==> src/rtl/decode_stage.sv <==
`default_nettype none
// ============================================================================
//  Module      : decode_stage
//  Description : Registered RV32I instruction decode stage with valid/ready
//                handshakes to fetch and execute, flush, and a saturating
//                count of accepted illegal instructions.
//  Ports       : clk, rst (sync, active-high), flush
//                fetch side   : in_valid, in_ready, inst[31:0], pc[XLEN-1:0]
//                execute side : out_valid, out_ready, out_pc, rd, rs1, rs2,
//                               funct3, reg_write, mem_read, mem_write,
//                               alu_src, branch, jump, alu_ctrl, imm,
//                               illegal, illegal_cnt
//  Revision    : 1.0 - initial release
// ============================================================================
module decode_stage #(
    parameter int XLEN  = 32,
    parameter int ALU_W = 4,
    parameter int CNT_W = 8
) (
    input  logic             clk,
    input  logic             rst,
    input  logic             flush,
    input  logic             in_valid,
    output logic             in_ready,
    input  logic [31:0]      inst,
    input  logic [XLEN-1:0]  pc,
    output logic             out_valid,
    input  logic             out_ready,
    output logic [XLEN-1:0]  out_pc,
    output logic [4:0]       rd,
    output logic [4:0]       rs1,
    output logic [4:0]       rs2,
    output logic [2:0]       funct3,
    output logic             reg_write,
    output logic             mem_read,
    output logic             mem_write,
    output logic             alu_src,
    output logic             branch,
    output logic             jump,
    output logic [ALU_W-1:0] alu_ctrl,
    output logic [XLEN-1:0]  imm,
    output logic             illegal,
    output logic [CNT_W-1:0] illegal_cnt
);

    localparam logic [6:0] c_op_lui    = 7'b0110111;
    localparam logic [6:0] c_op_auipc  = 7'b0010111;
    localparam logic [6:0] c_op_jal    = 7'b1101111;
    localparam logic [6:0] c_op_jalr   = 7'b1100111;
    localparam logic [6:0] c_op_branch = 7'b1100011;
    localparam logic [6:0] c_op_load   = 7'b0000011;
    localparam logic [6:0] c_op_store  = 7'b0100011;
    localparam logic [6:0] c_op_opimm  = 7'b0010011;
    localparam logic [6:0] c_op_op     = 7'b0110011;

    localparam logic [ALU_W-1:0] c_alu_add   = ALU_W'(0);
    localparam logic [ALU_W-1:0] c_alu_sub   = ALU_W'(1);
    localparam logic [ALU_W-1:0] c_alu_sll   = ALU_W'(2);
    localparam logic [ALU_W-1:0] c_alu_slt   = ALU_W'(3);
    localparam logic [ALU_W-1:0] c_alu_sltu  = ALU_W'(4);
    localparam logic [ALU_W-1:0] c_alu_xor   = ALU_W'(5);
    localparam logic [ALU_W-1:0] c_alu_srl   = ALU_W'(6);
    localparam logic [ALU_W-1:0] c_alu_sra   = ALU_W'(7);
    localparam logic [ALU_W-1:0] c_alu_or    = ALU_W'(8);
    localparam logic [ALU_W-1:0] c_alu_and   = ALU_W'(9);
    localparam logic [ALU_W-1:0] c_alu_passb = ALU_W'(10);

    localparam logic [6:0]       c_f7_zero = 7'b0000000;
    localparam logic [6:0]       c_f7_alt  = 7'b0100000;
    localparam logic [CNT_W-1:0] c_cnt_max = {CNT_W{1'b1}};

    // ------------------------------------------------------------------
    // Combinational decode of the incoming instruction
    // ------------------------------------------------------------------
    logic [6:0]       w_opcode;
    logic [2:0]       w_f3;
    logic [6:0]       w_f7;
    logic [4:0]       w_rd;
    logic             w_rw_raw, w_mr_raw, w_mw_raw, w_br_raw, w_jp_raw;
    logic             w_alu_src;
    logic             w_ill;
    logic [ALU_W-1:0] w_alu_raw;
    logic [31:0]      w_imm32;
    logic [XLEN-1:0]  w_imm;
    logic             w_rw, w_mr, w_mw, w_br, w_jp;
    logic [ALU_W-1:0] w_alu;

    assign w_opcode = inst[6:0];
    assign w_rd     = inst[11:7];
    assign w_f3     = inst[14:12];
    assign w_f7     = inst[31:25];

    always_comb begin
        w_rw_raw  = 1'b0;
        w_mr_raw  = 1'b0;
        w_mw_raw  = 1'b0;
        w_br_raw  = 1'b0;
        w_jp_raw  = 1'b0;
        w_alu_src = 1'b0;
        w_ill     = 1'b0;
        w_alu_raw = c_alu_add;
        w_imm32   = 32'd0;
        case (w_opcode)
            c_op_lui: begin
                w_rw_raw  = 1'b1;
                w_alu_src = 1'b1;
                w_alu_raw = c_alu_passb;
                w_imm32   = {inst[31:12], 12'b0};
            end
            c_op_auipc: begin
                w_rw_raw  = 1'b1;
                w_alu_src = 1'b1;
                w_imm32   = {inst[31:12], 12'b0};
            end
            c_op_jal: begin
                w_rw_raw = 1'b1;
                w_jp_raw = 1'b1;
                w_imm32  = {{11{inst[31]}}, inst[31], inst[19:12], inst[20],
                            inst[30:21], 1'b0};
            end
            c_op_jalr: begin
                w_rw_raw  = 1'b1;
                w_jp_raw  = 1'b1;
                w_alu_src = 1'b1;
                w_imm32   = {{20{inst[31]}}, inst[31:20]};
                w_ill     = (w_f3 != 3'b000);
            end
            c_op_branch: begin
                w_br_raw = 1'b1;
                w_imm32  = {{19{inst[31]}}, inst[31], inst[7], inst[30:25],
                            inst[11:8], 1'b0};
                // Unsigned compares need SLTU; equality and signed use SUB.
                case (w_f3)
                    3'b110, 3'b111: w_alu_raw = c_alu_sltu;
                    3'b010, 3'b011: w_ill     = 1'b1;
                    default:        w_alu_raw = c_alu_sub;
                endcase
            end
            c_op_load: begin
                w_rw_raw  = 1'b1;
                w_mr_raw  = 1'b1;
                w_alu_src = 1'b1;
                w_imm32   = {{20{inst[31]}}, inst[31:20]};
                w_ill     = (w_f3 == 3'b011) || (w_f3 == 3'b110) || (w_f3 == 3'b111);
            end
            c_op_store: begin
                w_mw_raw  = 1'b1;
                w_alu_src = 1'b1;
                w_imm32   = {{20{inst[31]}}, inst[31:25], inst[11:7]};
                w_ill     = (w_f3 > 3'b010);
            end
            c_op_opimm: begin
                w_rw_raw  = 1'b1;
                w_alu_src = 1'b1;
                w_imm32   = {{20{inst[31]}}, inst[31:20]};
                case (w_f3)
                    3'b000: w_alu_raw = c_alu_add;
                    3'b010: w_alu_raw = c_alu_slt;
                    3'b011: w_alu_raw = c_alu_sltu;
                    3'b100: w_alu_raw = c_alu_xor;
                    3'b110: w_alu_raw = c_alu_or;
                    3'b111: w_alu_raw = c_alu_and;
                    3'b001: begin
                        w_imm32   = {27'd0, inst[24:20]};
                        w_alu_raw = c_alu_sll;
                        w_ill     = (w_f7 != c_f7_zero);
                    end
                    default: begin
                        w_imm32 = {27'd0, inst[24:20]};
                        if (w_f7 == c_f7_zero)
                            w_alu_raw = c_alu_srl;
                        else if (w_f7 == c_f7_alt)
                            w_alu_raw = c_alu_sra;
                        else
                            w_ill = 1'b1;
                    end
                endcase
            end
            c_op_op: begin
                w_rw_raw = 1'b1;
                if (w_f7 == c_f7_zero) begin
                    case (w_f3)
                        3'b000:  w_alu_raw = c_alu_add;
                        3'b001:  w_alu_raw = c_alu_sll;
                        3'b010:  w_alu_raw = c_alu_slt;
                        3'b011:  w_alu_raw = c_alu_sltu;
                        3'b100:  w_alu_raw = c_alu_xor;
                        3'b101:  w_alu_raw = c_alu_srl;
                        3'b110:  w_alu_raw = c_alu_or;
                        default: w_alu_raw = c_alu_and;
                    endcase
                end else if (w_f7 == c_f7_alt && w_f3 == 3'b000) begin
                    w_alu_raw = c_alu_sub;
                end else if (w_f7 == c_f7_alt && w_f3 == 3'b101) begin
                    w_alu_raw = c_alu_sra;
                end else begin
                    w_ill = 1'b1;
                end
            end
            default: w_ill = 1'b1;
        endcase
    end

    // Illegal encodings suppress every side-effecting control.
    assign w_rw  = w_rw_raw && !w_ill && (w_rd != 5'd0);
    assign w_mr  = w_mr_raw && !w_ill;
    assign w_mw  = w_mw_raw && !w_ill;
    assign w_br  = w_br_raw && !w_ill;
    assign w_jp  = w_jp_raw && !w_ill;
    assign w_alu = w_ill ? c_alu_add : w_alu_raw;

    // Immediates are built at 32 bits then sign-extended to XLEN.
    generate
        if (XLEN > 32) begin : g_imm_wide
            assign w_imm = {{(XLEN-32){w_imm32[31]}}, w_imm32};
        end else begin : g_imm_narrow
            assign w_imm = w_imm32[XLEN-1:0];
        end
    endgenerate

    // ------------------------------------------------------------------
    // Pipeline register and handshake
    // ------------------------------------------------------------------
    logic             r_valid;
    logic [XLEN-1:0]  r_pc;
    logic [4:0]       r_rd, r_rs1, r_rs2;
    logic [2:0]       r_f3;
    logic             r_rw, r_mr, r_mw, r_alu_src, r_br, r_jp, r_ill;
    logic [ALU_W-1:0] r_alu;
    logic [XLEN-1:0]  r_imm;
    logic [CNT_W-1:0] r_cnt;
    logic             w_accept;

    // Flush blocks acceptance so the flushed cycle never loads new data.
    assign in_ready = (!r_valid || out_ready) && !flush;
    assign w_accept = in_valid && in_ready;

    always_ff @(posedge clk) begin
        if (rst) begin
            r_valid   <= 1'b0;
            r_pc      <= '0;
            r_rd      <= '0;
            r_rs1     <= '0;
            r_rs2     <= '0;
            r_f3      <= '0;
            r_rw      <= 1'b0;
            r_mr      <= 1'b0;
            r_mw      <= 1'b0;
            r_alu_src <= 1'b0;
            r_br      <= 1'b0;
            r_jp      <= 1'b0;
            r_ill     <= 1'b0;
            r_alu     <= '0;
            r_imm     <= '0;
            r_cnt     <= '0;
        end else begin
            if (flush) begin
                r_valid <= 1'b0;
            end else if (w_accept) begin
                r_valid   <= 1'b1;
                r_pc      <= pc;
                r_rd      <= w_rd;
                r_rs1     <= inst[19:15];
                r_rs2     <= inst[24:20];
                r_f3      <= w_f3;
                r_rw      <= w_rw;
                r_mr      <= w_mr;
                r_mw      <= w_mw;
                r_alu_src <= w_alu_src;
                r_br      <= w_br;
                r_jp      <= w_jp;
                r_ill     <= w_ill;
                r_alu     <= w_alu;
                r_imm     <= w_imm;
            end else if (out_ready) begin
                // Reached only with no incoming instruction: plain drain.
                r_valid <= 1'b0;
            end
            if (w_accept && w_ill && (r_cnt != c_cnt_max))
                r_cnt <= r_cnt + 1'b1;
        end
    end

    assign out_valid   = r_valid;
    assign out_pc      = r_pc;
    assign rd          = r_rd;
    assign rs1         = r_rs1;
    assign rs2         = r_rs2;
    assign funct3      = r_f3;
    assign reg_write   = r_rw;
    assign mem_read    = r_mr;
    assign mem_write   = r_mw;
    assign alu_src     = r_alu_src;
    assign branch      = r_br;
    assign jump        = r_jp;
    assign alu_ctrl    = r_alu;
    assign imm         = r_imm;
    assign illegal     = r_ill;
    assign illegal_cnt = r_cnt;

endmodule
`default_nettype wire

==> config.mk <==
export PLATFORM = sky130hd
export DESIGN_NAME = decode_stage
export DESIGN_NICKNAME = d
export VERILOG_FILES = /design/src/rtl/decode_stage.sv
export SDC_FILE = /design/constraint.sdc
export NUM_CORES = 1
export LEC_CHECK = 0
export ABC_AREA = 1
export CORE_MARGIN = 4
export CORE_UTILIZATION = 35
export DETAILED_ROUTE_END_ITERATION = 7
export PLACE_DENSITY = 0.66
export SYNTH_ARGS = -nofsm -noshare
export SYNTH_HDL_FRONTEND = slang
export SYNTH_SLANG_ARGS = --single-unit
==> constraint.sdc <==
create_clock -name clk -period 2.9 [get_ports clk]
set_input_delay 0.87 -clock clk [delete_from_list [all_inputs] [get_ports clk]]
set_output_delay 0.87 -clock clk [all_outputs]
set_load 0.05 [all_outputs]
# --- After elaboration in Yosys (flattened, before gate mapping) ---
# Index checks and enable logic that the tools add are counted.
# W data, S select, Z words.
op_classes:
  add_sub_neg: 1
  eq_ne: 18
  reduce_logical: 35
  order_cmp: 1
  mux: 28
  bitwise_logic: 1
ops:
  columns: ["cell", "n"]
  rows:
  - ["$pmux W32 S6", 1]
  - ["$pmux W4 S7", 2]
  - ["$mux W32", 1]
  - ["$eq A7 B6 Y1 const B", 4]
  - ["$eq A7 B7 Y1 const B", 3]
  - ["$pmux W4 S4", 1]
  - ["$eq A7 B5 Y1 const B", 2]
  - ["$mux W1", 14]
  - ["$eq A3 B3 Y1 const B", 4]
  - ["$logic_and A1 B1 Y1", 12]
  - ["$mux W3", 4]
  - ["$reduce_or A2 Y1", 6]
  - ["$reduce_or A6 Y1", 2]
  - ["$add A8 B1 Y8 const B", 1]
  - ["$mux W4", 2]
  - ["$ne A8 B8 Y1 const B", 1]
  - ["$eq A7 B2 Y1 const B", 1]
  - ["$logic_not A7 Y1", 1]
  - ["$pmux W1 S7", 1]
  - ["$reduce_bool A7 Y1", 1]
  - ["$reduce_or A7 Y1", 1]
  - ["$eq A3 B2 Y1 const B", 2]
  - ["$pmux W3 S2", 1]
  - ["$reduce_bool A5 Y1", 1]
  - ["11 further kinds", 15]
totals:
  elab_cells: 100
  output_inout_bits: 103
  inputBits: 69
  register_bits: 102

# --- Logic depth before layout (Yosys ltp) ---
# Gate-level depths: netlist (run 1).
logic_depth:
  depth_word: 9
  mapped_depth: 12
  depth_no_buf: 11

# --- Least setup slack after synthesis (run 1) ---
# Ideal clock, no wire load.
synth_path:
  path_kind: "in2reg"
  startpoint: "input out_ready"
  endpoint: "register r_pc[10], in the netlist out_pc[10]"
  setup_slack_ps: 183
  cell_stages: 8
  path_buffers: 2
  required_time_ps: 2830
  arrival_time_ps: 2646
  setup_ps: 70
  path_cell_list: "inv_1 -> a21oi_1 -> nand2_1 -> inv_2 -> buf_2 -> buf_2 -> nand2_1 -> a21oi_1"
synth_via:
  elab_chain_len: 4
synth_rtl:
  columns: ["item", "line", "source"]
  rows:
  - ["from (decl)", "28", "input logic out_ready,"]
  - ["$logic_or A1 B1 Y1", "235", "assign in_ready = (!r_valid || out_ready) && !flush;"]
  - ["$logic_and A1 B1 Y1", "235", null]
  - ["via in_ready", "24", "output logic in_ready,"]
  - ["$logic_and A1 B1 Y1", "236", "assign w_accept = in_valid && in_ready;"]
  - ["$reduce_and A2 Y1 (no line)", null, null]
  - ["to (signal assigned)", "261", "r_pc <= pc;"]
  - ["to (decl)", "225", "logic [XLEN-1:0] r_pc;"]
# The timed path passes the listed nets, and every way through them passes these cells.
# A chain may end at the register's enable or synchronous reset.

# --- Final worst setup path (run 1) ---
layout_path:
  startpoint: "input out_ready"
  endpoint: "output in_ready"
layout_via:
  elab_chain_len: 2
layout_rtl:
  columns: ["item", "line"]
  rows:
  - ["$logic_or A1 B1 Y1", "235"]
  - ["$logic_and A1 B1 Y1", "235"]
  - ["to (decl)", "24"]
# Every way passes these cells.

==> results of run 1 <==
synthesized netlist by cell type (all sizes together):
cell | instances | area [sq um]
clkbuf | 25 | 93.8
nand4 | 19 | 134
nand3 | 38 | 223
o211ai | 3 | 22.5
xnor2 | 3 | 26.3
nand3b | 1 | 7.51
buf | 11 | 65.1
xor2 | 3 | 26.3
o31ai | 1 | 7.51
nor2 | 32 | 165
o21ai | 28 | 140
dfxtp | 102 | 2040
a22oi | 1 | 7.51
nor3 | 4 | 20.0
nand2 | 217 | 852
ha | 1 | 12.5
a21oi | 108 | 544
inv | 28 | 105
o22ai | 2 | 12.5
kinds of logic (layout without fill, tap and decap cells):
logic type / count (synthesis) / count (layout) / share of synthesized area (%)
fa+ha+maj: 1 / 1 / 0.278
xor+xnor: 6 / 6 / 1.17
compound gates: 143 / 143 / 16.3
flops: 102 / 102 / 45.3
simple gates: 311 / 311 / 31.1
buf+inv: 64 / 242 / 5.86
final cells by class:
class,count,area (sq um)
clock inverter,4,48.8
multi-input combinational,461,2200
timing repair buffer,200,1950
clock buffer,10,239
fill,1243,5820
inverter,28,105
tap,172,215
sequential,102,2040
power by group through the flow:
| stage | logic (W) | registers, W | clock network [W] |
|---|---|---|---|
| 3_5_place_dp | 0.000558 | 0.00150 | 0 |
| 5_1_grt | 0.000592 | 0.00147 | 0.00128 |
| 4_1_cts | 0.000560 | 0.00146 | 0.00121 |
| 6_report | 0.000557 | 0.00146 | 0.00118 |
| 2_1_floorplan | 0.000159 | 0.00164 | 0 |
| 3_3_place_gp | 0.000554 | 0.00149 | 0 |
worst max-delay path, cell delays in order:
cell             delay [ns]
clkdlybuf4s50_1        0.47
inv_1                  0.06
a21oi_1                0.31
buf_12                 0.19
registers in the layout, summed over array words and instances, names as in the netlist, 3 cells and up:
name         flops
alu_ctrl         4
rs1              5
out_pc          32
imm             32
rs2              5
funct3           3
illegal_cnt      8
rd               5
worst paths after layout:
check / startpoint / to / depth (start not counted) / slack [ns]
max: out_ready / in_ready / 4 / 0.13
min: rs1[2] / rs1[2] / 2 / 0.46
max reg2reg: illegal_cnt[0] / illegal_cnt[6] / 7 / 1.11
min reg2reg: rs1[2] / rs1[2] / 2 / 0.46
per-layer routing:
layer,vias up,part of all wire [%],GRT usage (%)
met1,2279,45,26.7
met4,0,2.7,7.84
met2,163,47,31.9
met5,-,0,0
li1,2422,-,-
met3,27,5.4,3.31
per-stage QoR:
step | hold WS, ns | util (%) | total power, W
2_1_floorplan | 0.690 | - | 0.00180
3_3_place_gp | 0.452 | 51.6 | 0.00205
3_5_place_dp | 0.455 | 51.6 | 0.00205
4_1_cts | 0.465 | 53.9 | 0.00324
5_1_grt | 0.474 | 53.9 | 0.00334
6_report | 0.462 | 53.9 | 0.00321
==> results.tsv, run 1 <==
stage	metric	value	unit
run_status	status	completed	
placed_design	post-dp-hpwl	11300	um
layout	n_antenna_cell	0	
worst_hold_path	hp-class	flip-flop to flip-flop	
logic_synthesis	yosys_warnings	0	
sta	period_share	95.4	%
global_route	grt_pass1_vias	4690	
die	design.die.area	14800	sq um
global_route	antenna_found_initial	0	
pwr	switchingPower	0.000870	W
layout	final_area	6800	sq um
route	viasPerCell	5.01	
sta	tns	0	ns
pwr	leakage	2.63	nW
placed_design	dp_slack	0.0631	ns
placed_design	dp_cells	963	
cts	post_cts_buffers	0	
layout	final_net_count	872	
layout	area_growth	50.9	%
route	antenna_left	0	
placed_design	place.gp.congestion	0.880	
route	drc_errors	0	
placed_design	place_area	6510	sq um
global_route	grt_use_total	19.9	%
route	wl_per_cell	15.2	um
pwr	p_clk_share	36.9	%
die	start_util	35.7	%
placed_design	portBuffers	171	
sta	skew	0.00597	ns
pwr	max-vdd-ir-drop	221	uV
cts	postCtsResizedCells	0	
die	core	12600	sq um
sta	drv_slew	0	
die	die_h	121	um
sta	hold_viol_final	0	
sta	rsz0062_at_grt	false	
cts	clkLatencyLatePin	0.34	ns
sta	max_slew_margin	58.8	%
route	drtIter0Drc	351	
pwr	switching_share	27.1	%
global_route	grt.overflow.total	0	
layout	final_cells	977	
sta	fmax	362	MHz
layout	mostFrequentLayoutCell	nand2_1	
pwr	seq_power_share	45.7	%
pwr	p_int	0.00234	W
cts	numCtsBuffers	9	
cts	root_buffer	clkbuf_16	
sta	worst_slack	0.135	ns
cts	numClockSinks	102	
logic_synthesis	synth_nets	697	
flow_run	cap_violations	0	
cts	cts_hold_buf	0	
worst_setup_path	critPathCaptureType	output port	
cts	cts_tree	built	
logic_synthesis	syn_area_per_cell	7.19	sq um
logic_synthesis	yosysSeqAreaShare	45.3	%
global_route	grt_pass1_wl	23500	um
sta	final-setup-viol-count	0	
route	dr.pass1.iters	4	
die	io-pin-count	172	
logic_synthesis	synthCells	627	
route	wl	14900	um
logic_synthesis	netlist_area	4510	sq um
global_route	grt_max_degree	53	
sta	fin_crit	2.77	ns
worst_setup_path	critPathKind	input pin to output port	
logic_synthesis	ys_ff_latch	102	
sta	worst_pin_slew	0.616	ns
layout	final_cell_mix	209 x nand2_1, 169 x clkdlybuf4s50_1, 107 x a21oi_1	
cts	clkTransAtPathRegs	0.06	ns
cts	htreeDepth	3	
worst_setup_path	cp_max_fo	2	
pwr	power_frac_comb	17.4	%
worst_setup_path	worstPathRequired	2.03	ns
route	vias	4891	
layout	layout-drive-gt1-share	9.07	%
worst_setup_path	worst_setup_path_start_kind	input pin	
pwr	power.density	471	nW/um^2
die	fp-row-count	41	
logic_synthesis	synth.distinct_cells	31	
cts	clockBufferDepth	2	
worst_setup_path	cp.arrival	1.90	ns
die	die_x	121	um
(Power assumes the default switching activity.)
==> run 2, diff against run 1 <==
--- a/config.mk
+++ b/config.mk
@@ -9,7 +9,7 @@
 export CORE_MARGIN = 4
 export CORE_UTILIZATION = 35
 export DETAILED_ROUTE_END_ITERATION = 7
-export PLACE_DENSITY = 0.66
+export DONT_BUFFER_PORTS = 1
 export SYNTH_ARGS = -nofsm -noshare
 export SYNTH_HDL_FRONTEND = slang
 export SYNTH_SLANG_ARGS = --single-unit
==> run 2 against run 1 <==
Against the previous run: critical path depth down 1; maximum frequency up 24%; sequential power up 10%; critical endpoint unchanged; die area unchanged; via count down 15%; largest power group unchanged.
==> results.tsv, run 2 (synthesized netlist as in run 1, its figures left out) <==
stage	metric	value	unit	change
sta	final-setup-viol-count	0		unchanged
die	fp-row-count	41		unchanged
pwr	power.density	603	nW/um^2	+28%
cts	clkTransAtPathRegs	0.07	ns	about the same
layout	ff_latch_area	2040	sq um	unchanged
placed_design	post-dp-hpwl	10300	um	-9.1%
sta	period_share	76.7	%	-19 points
placed_design	place_area	4680	sq um	-28%
cts	htreeDepth	3		unchanged
sta	rsz0062_at_grt	false		
flow_run	cap_violations	0		unchanged
global_route	antenna_found_initial	0		unchanged
die	io-pin-count	172		unchanged
route	vias	4167		-15%
sta	skew	0.00790	ns	+0.00194 ns
layout	multiInputGateArea	2200	sq um	unchanged
worst_setup_path	worst_setup_path_start_kind	input pin		
sta	max_slew_margin	58.2	%	-0.56 points
pwr	leakage	1.93	nW	-27%
cts	post_cts_buffers	0		unchanged
route	drc_errors	0		unchanged
cts	clockBufferDepth	2		unchanged
placed_design	portBuffers	0		-100%
route	viasPerCell	5.26		+5.1%
worst_setup_path	cp.arrival	1.35	ns	-0.55 ns
route	antenna_left	0		unchanged
worst_setup_path	critPathKind	input pin to output port		
cts	root_buffer	clkbuf_16		
worst_setup_path	critPathCaptureType	output port		
global_route	grt_max_degree	93		+75%
cts	numCtsBuffers	9		unchanged
layout	fillers	1393		+12%
global_route	grt_use_total	18.0	%	-1.9 points
layout	area_growth	10.2	%	
route	dr.pass1.iters	4		unchanged
cts	numClockSinks	102		unchanged
layout	final_area	4970	sq um	-27%
pwr	finalPower	0.00300	W	-6.6%
global_route	grt.overflow.total	0		unchanged
die	start_util	35.7	%	unchanged
worst_setup_path	worstPathRequired	2.03	ns	about the same
sta	worst_pin_slew	0.626	ns	+0.00948 ns
layout	final_net_count	685		-21%
run_status	status	completed		
cts	clkLatencyLatePin	0.34	ns	about the same
sta	hold_viol_final	0		unchanged
die	die_x	121	um	unchanged
route	wl_per_cell	17.1	um	+12%
placed_design	dp_slack	0.345	ns	+0.282 ns
die	core	12600	sq um	unchanged
sta	worst_slack	0.676	ns	+0.541 ns
pwr	max-vdd-ir-drop	281	uV	+27%
global_route	grt_pass1_vias	3830		-18%
die	design.die.area	14800	sq um	unchanged
layout	final_cell_mix	209 x nand2_1, 107 x a21oi_1, 102 x dfxtp_1		
die	die_h	121	um	unchanged
sta	fin_hold_ws	0.590	ns	+0.127 ns
sta	fin_crit	2.22	ns	-0.541 ns
worst_hold_path	hp-class	input pin to flip-flop		
cts	cts_hold_buf	0		unchanged
cts	cts_tree	built		
placed_design	place.gp.congestion	0.859		-2.3%
layout	mostFrequentLayoutCell	nand2_1		
route	wl	13600	um	-9.0%
cts	postCtsResizedCells	0		unchanged
worst_setup_path	cp_max_fo	2		unchanged
layout	layout-drive-gt1-share	9.19	%	+0.13 points
global_route	grt_pass1_wl	20800	um	-12%
sta	fmax	450	MHz	+24%
layout	n_antenna_cell	0		unchanged
sta	drv_slew	0		unchanged
route	drtIter0Drc	298		-15%
sta	tns	0	ns	unchanged
[run 2: cell count changes in the layout (fill, tap and decap cells not counted)]
cell and change:
inv_2 -1, buf_4 -16, clkbuf_8 +1, clkinvlp_4 +1, buf_12 -1, inv_6 +2, bufinv_16 -1, clkdlybuf4s50_1 -169
buf_2 -1
[run 2: path summary, 6_finish.rpt]
| kind | start | to | slack, ns | depth (start not counted) |
|---|---|---|---|---|
| max | out_ready | in_ready | 0.68 | 3 |
| min | flush | out_valid | 0.59 | 1 |
| max reg2reg | out_valid | out_pc[20] | 0.96 | 7 |
| min reg2reg | illegal_cnt[4] | illegal_cnt[4] | 0.66 | 3 |
[run 2: area by class of cell]
class / instances / share of cell area (%)
Multi-Input combinational cell: 461 / 44.3
Sequential cell: 102 / 41.1
Clock buffer: 11 / 5.09
Tap cell: 172 / 4.33
Timing Repair Buffer: 13 / 2.22
Inverter: 28 / 2.14
Clock inverter: 5 / 0.781
[run 2: per-stage QoR]
stage | util, % | cells
global placement | 37.1 | 776
finish | 39.4 | 792
CTS | 39.4 | 792
floorplan | - | 627
global route | 39.4 | 792
detailed placement | 37.1 | 776
[run 2: layer usage]
metal | wire (um) | GRT usage [%] | part of all wire (%) | vias up
met1 | 5660 | 23.1 | 42 | 1958
met5 | 0 | 0 | 0 | -
li1 | - | - | - | 2048
met4 | 300 | 7.56 | 2.2 | 0
met3 | 1260 | 6.34 | 9.3 | 18
met2 | 6330 | 27.6 | 47 | 143
[run 2: critical path, cell delays in order]
cell,delay (ns)
inv_1,0.03
a21oi_1,0.21
buf_4,0.25
[run 2: power by group]
| part | internal (W) | switching, W |
|---|---|---|
| logic | 0.0000569 | 0.000134 |
| clock network | 0.000636 | 0.000559 |
| registers | 0.00144 | 0.000167 |
